==> src/rtl/sprite_pkg.sv <==
// sprite_pkg: shared types, palette and default geometry for the sprite renderer.
package sprite_pkg;
  typedef logic [23:0] rgb_t;
  typedef logic [2:0]  cidx_t;
  localparam int SPR_SIZE_DEF = 64;
  localparam int ROM_DIM_DEF  = 32;
  localparam rgb_t PALETTE [8] = '{
    24'h000000, 24'hFF0000, 24'h00FF00, 24'h0000FF,
    24'hFFFF00, 24'h00FFFF, 24'hFF00FF, 24'hFFFFFF
  };
  // Built-in sprite image: texel a holds colour index a mod 8.
  function automatic cidx_t image_word(int a);
    return cidx_t'(a % 8);
  endfunction
endpackage

==> src/rtl/sprite_rom.sv <==
// sprite_rom: DEPTH x 3-bit single-port ROM with a registered read port.
module sprite_rom
  import sprite_pkg::*;
#(
  parameter int DEPTH = ROM_DIM_DEF * ROM_DIM_DEF,
  localparam int AW   = $clog2(DEPTH)
) (
  input  logic          clk,
  input  logic          rst_n,
  input  logic [AW-1:0] addr_i,
  output cidx_t         data_o
);
  function automatic logic [DEPTH*3-1:0] build_image();
    logic [DEPTH*3-1:0] img;
    img = '0;
    for (int a = 0; a < DEPTH; a++) img[a*3 +: 3] = image_word(a);
    return img;
  endfunction

  localparam logic [DEPTH*3-1:0] IMAGE = build_image();

  cidx_t data_q;

  always_ff @(posedge clk or negedge rst_n) begin
    if (!rst_n) data_q <= '0;
    else        data_q <= IMAGE[int'(addr_i)*3 +: 3];
  end

  assign data_o = data_q;
endmodule

==> src/rtl/sprite_65.sv <==
// sprite_65: renders a 2x-scaled 32x32 palette sprite into the VGA pixel stream.
// Two-stage pipeline: ROM fetch + hit flag, then palette lookup into the RGB register.
module sprite_65
  import sprite_pkg::*;
#(
  parameter int SPR_SIZE = SPR_SIZE_DEF,
  parameter int ROM_DIM  = ROM_DIM_DEF
) (
  input  logic        clk,
  input  logic        rst_n,
  input  logic [9:0]  posx,
  input  logic [9:0]  posy,
  input  logic [9:0]  counterX,
  input  logic [9:0]  counterY,
  output logic [23:0] RGB
);
  localparam int SB = $clog2(SPR_SIZE / ROM_DIM);
  localparam int RB = $clog2(ROM_DIM);

  logic [10:0]     dx, dy;
  logic            hit, hit_q;
  logic [2*RB-1:0] addr;
  cidx_t           color;
  rgb_t            rgb_q;
  logic            unused_lsb;

  // Offsets carry a borrow bit so a sprite near 1023 clips instead of wrapping.
  assign dx         = {1'b0, counterX} - {1'b0, posx};
  assign dy         = {1'b0, counterY} - {1'b0, posy};
  assign hit        = !dx[10] && !dy[10] && dx < 11'(SPR_SIZE) && dy < 11'(SPR_SIZE);
  assign addr       = {dy[SB +: RB], dx[SB +: RB]};
  assign unused_lsb = ^{dx[SB-1:0], dy[SB-1:0]};

  sprite_rom #(.DEPTH(ROM_DIM * ROM_DIM)) u_rom (
    .clk    (clk),
    .rst_n  (rst_n),
    .addr_i (addr),
    .data_o (color)
  );

  always_ff @(posedge clk or negedge rst_n) begin
    if (!rst_n) begin
      hit_q <= 1'b0;
      rgb_q <= '0;
    end else begin
      hit_q <= hit;
      rgb_q <= hit_q ? PALETTE[color] : '0;
    end
  end

  assign RGB = rgb_q;
endmodule

==> config.mk <==
export PLATFORM = sky130hd
export DESIGN_NAME = sprite_65
export DESIGN_NICKNAME = d
export VERILOG_FILES = /design/src/rtl/sprite_pkg.sv /design/src/rtl/sprite_rom.sv /design/src/rtl/sprite_65.sv
export SDC_FILE = /design/constraint.sdc
export NUM_CORES = 1
export LEC_CHECK = 0
export BUFFER_PORTS_ARGS = -buffer_cell sky130_fd_sc_hd__buf_2
export CORE_MARGIN = 2
export CORE_UTILIZATION = 41
export CTS_BUF_LIST = sky130_fd_sc_hd__clkbuf_16
export CTS_CLUSTER_SIZE = 30
export DETAILED_ROUTE_END_ITERATION = 12
export GPL_TIMING_DRIVEN = 0
export PLACE_DENSITY = 0.77
export SLEW_MARGIN = 10
export SYNTH_ARGS = -nofsm -noshare
export SYNTH_HDL_FRONTEND = slang
export SYNTH_SLANG_ARGS = --single-unit
export TNS_END_PERCENT = 30
==> constraint.sdc <==
create_clock -name clk -period 0.9 [get_ports clk]
set_input_delay 0.045 -clock clk [delete_from_list [all_inputs] [get_ports clk]]
set_output_delay 0.045 -clock clk [all_outputs]
set_load 0.05 [all_outputs]
==> run metrics <==
Final Skew=1.63 ps; DRC Markers=0; Place WS=-940 ps; Clock Latency Late Sink=230 ps; synth unique cells=43; HP Class=in -> reg; failing checks=negative setup slack; io pins=66; CTS buffer count=3; R2R setup slack=-20 ps; Die H=58.5 um; All-Layer GR Usage=0.160; power density of the placed cells=990 nW/um^2; endpoint type of the worst setup path=flip-flop; Async SR Flop Fraction=1.00; critical path type=in -> reg; vias=1,216; critical path arrival=1660 ps; Post-synth EDFFs=0; vias in the first global route=1,114; dpl cell area=1590 sq um; Final Critical Period=1530 ps; routability cong.=0.769; Iter 0 DRT Violations=36; Hold Vio Cnt, Final=0; Final Max Tran Viols=0; die area=3420 sq um; post-synthesis register bit count=7; Synth Instances=150; CP max FO=2; grt met1 use=0.172; busiest grt layer=met2; post-route cell area=1810 sq um; final wirelength=2570 um; # rows=19; number of fill cells in the layout=257; syn nets=211; TNS Setup=-3900 ps; Worst Tran Pin Value=301 ps; final setup fails=27; Final HPWL DP=2060 um; status=complete, but fails checks; Vias/cell=4.86; CTS max path bufs=2; Final Cycle Share=1.69; crit start category=input pin; antenna violations before repair=0; clk root buf=clkbuf_16; RSZ-0062 raised after global routing=true; Critical Path RT=1040 ps; GR met2 Demand/Resource=0.305; Ys Warns=0; WL per Instance=10.3 um; Peak supply drop=0.000891 V; met3 usage=0.0198; initial core utilization=0.438; Final nets=281; Die X=58.5 um; share of cells above drive strength 1=0.489; port buffer count=65; CTS tree=yes; area grow syn2layout=48.5%; maximum number of pins on one net before global-route repair=9; first-pass iteration count of the detailed router=4; Max Cap Viol=0; final worst slack=-625 ps; Slew HR=0.796; post-route ant nets=0; Avg Cell Area, Syn=8.12 sq um; # diodes=0; Core Box Area=2780 sq um; P_leak=0.00102 uW; top_reg_cell synth=dfrtp_1; Cell Area, Synth=1220 sq um; first-pass GRT wire length=4330 um; post-synthesis sequential area ratio=0.144; Num Clock Sinks=7; Achievable Freq=0.656 GHz; remaining global-route overflow=0; H-tree depth=1; CTS clk-pin slew, worst paths=40 ps
## final timing paths
kind                                           start                         to  cells past startpoint
setup / recovery                         counterX[0]            hit_q$_DFF_PN0_                      9
hold / removal                           counterX[1]  u_rom.data_o[0]$_DFF_PN0_                      2
setup reg to reg           u_rom.data_o[1]$_DFF_PN0_          RGB[22]$_DFF_PN0_                      3
hold reg to reg                      hit_q$_DFF_PN0_          RGB[15]$_DFF_PN0_                      1
max in group asynchronous                      rst_n           RGB[7]$_DFF_PN0_                      2
min in group asynchronous                      rst_n          RGB[22]$_DFF_PN0_                      2
## synth_stat cells (all sizes together), types with 2 or more instances
master  count  area [sq um]
a21oi       7          35.0
a211oi      2          15.0
and3        2          18.8
nand2b      3          18.8
clkbuf      2          7.51
nor3        2          10.0
ha         18           225
nor2        2          7.51
nor2b       3          18.8
nand3       2          10.0
o21ai       8          40.0
and2        2          12.5
mux2i       2          20.0
xor2        4          35.0
nand4       2          12.5
inv        22          82.6
o211ai      2          15.0
dfrtp       7           175
xnor2       3          26.3
buf        21           158
a21o        5          40.0
a31oi       7          65.1
nand2       7          26.3
## layout by cell type, fill, tap and decap left out, types with 3 or more instances in the layout
cell type | synthesis | routed
clkbuf_16 | 0 | 3
o21ai_1 | 1 | 3
buf_6 | 0 | 15
dfrtp_1 | 7 | 5
nor2b_1 | 3 | 3
xor2_1 | 4 | 4
a21oi_1 | 7 | 6
a31oi_1 | 5 | 5
nand2b_1 | 3 | 3
ha_1 | 18 | 17
o21ai_0 | 7 | 5
buf_4 | 21 | 25
nand2_1 | 7 | 7
inv_1 | 22 | 22
buf_2 | 0 | 47
a21o_1 | 3 | 3
xnor2_1 | 3 | 3
## through the flow
stage / power, uW / hold slack [ps] / util / std cells
2_1_floorplan: 859 / -251 / - / 150
3_3_place_gp: 1020 / -119 / 0.573 / 246
3_5_place_dp: 1040 / -114 / 0.573 / 246
4_1_cts: 1810 / 153 / 0.650 / 251
5_1_grt: 1930 / 169 / 0.650 / 250
6_report: 1790 / 155 / 0.650 / 250
## cells by family (layout without fill, tap and decap cells)
kind of cell             count (synthesis)  after routing  synth area share
AO/OA/AOI/OAI                           39             39             0.231
XOR/XNOR                                 7              7            0.0503
adder cells (fa/ha/maj)                 19             19             0.201
buffers and inverters                   45            114             0.203
flip-flops                               7              7             0.144
multiplexers                             2              2            0.0164
AND/OR/NAND/NOR                         31             31             0.154
## flip-flops by register name, summed over array words and instances, names as in the netlist
register,cells
u_rom.data_o,3
RGB,3
hit_q,1
## power by group
group	total, uW	internal [uW]	switching, uW
Clock	735	577	158
Sequential	366	342	24.1
Combinational	690	350	339
## critical path, stage by stage
cell and delay (ps):
buf_6 90, or2b_4 250, fa_2 350, a211oi_2 230, o21ai_1 90, a31oi_1 200, xor2_1 170, nand4_1 110
nor4_2 130
## repair_timing
item | CTS | global route
resized for setup | 36 | 1
hold buffers | 1 | 0
buffers inserted | 1 | 0
hold endpoints to repair | 7 | 0
pin swaps | 5 | 1
endpoints found under the setup margin | 28 | 29
## layer usage
metal / share of wire / up-vias
met4: 0.017 / 0
met1: 0.40 / 520
met5: 0 / -
li1: - / 644
met2: 0.50 / 48
met3: 0.086 / 4
## final cells by class
class                      instances  area, sq um  share of cell area
clock buffer                       3         75.1              0.0415
sequential                         7          178              0.0982
buffer                            21          158              0.0871
clock inverter                     1         3.75             0.00207
timing repair buffer              67          444               0.246
inverter                          22         82.6              0.0456
tap                               31         38.8              0.0214
multi-input combinational         98          830               0.459
Note: power is estimated with default switching activity, not from simulation.
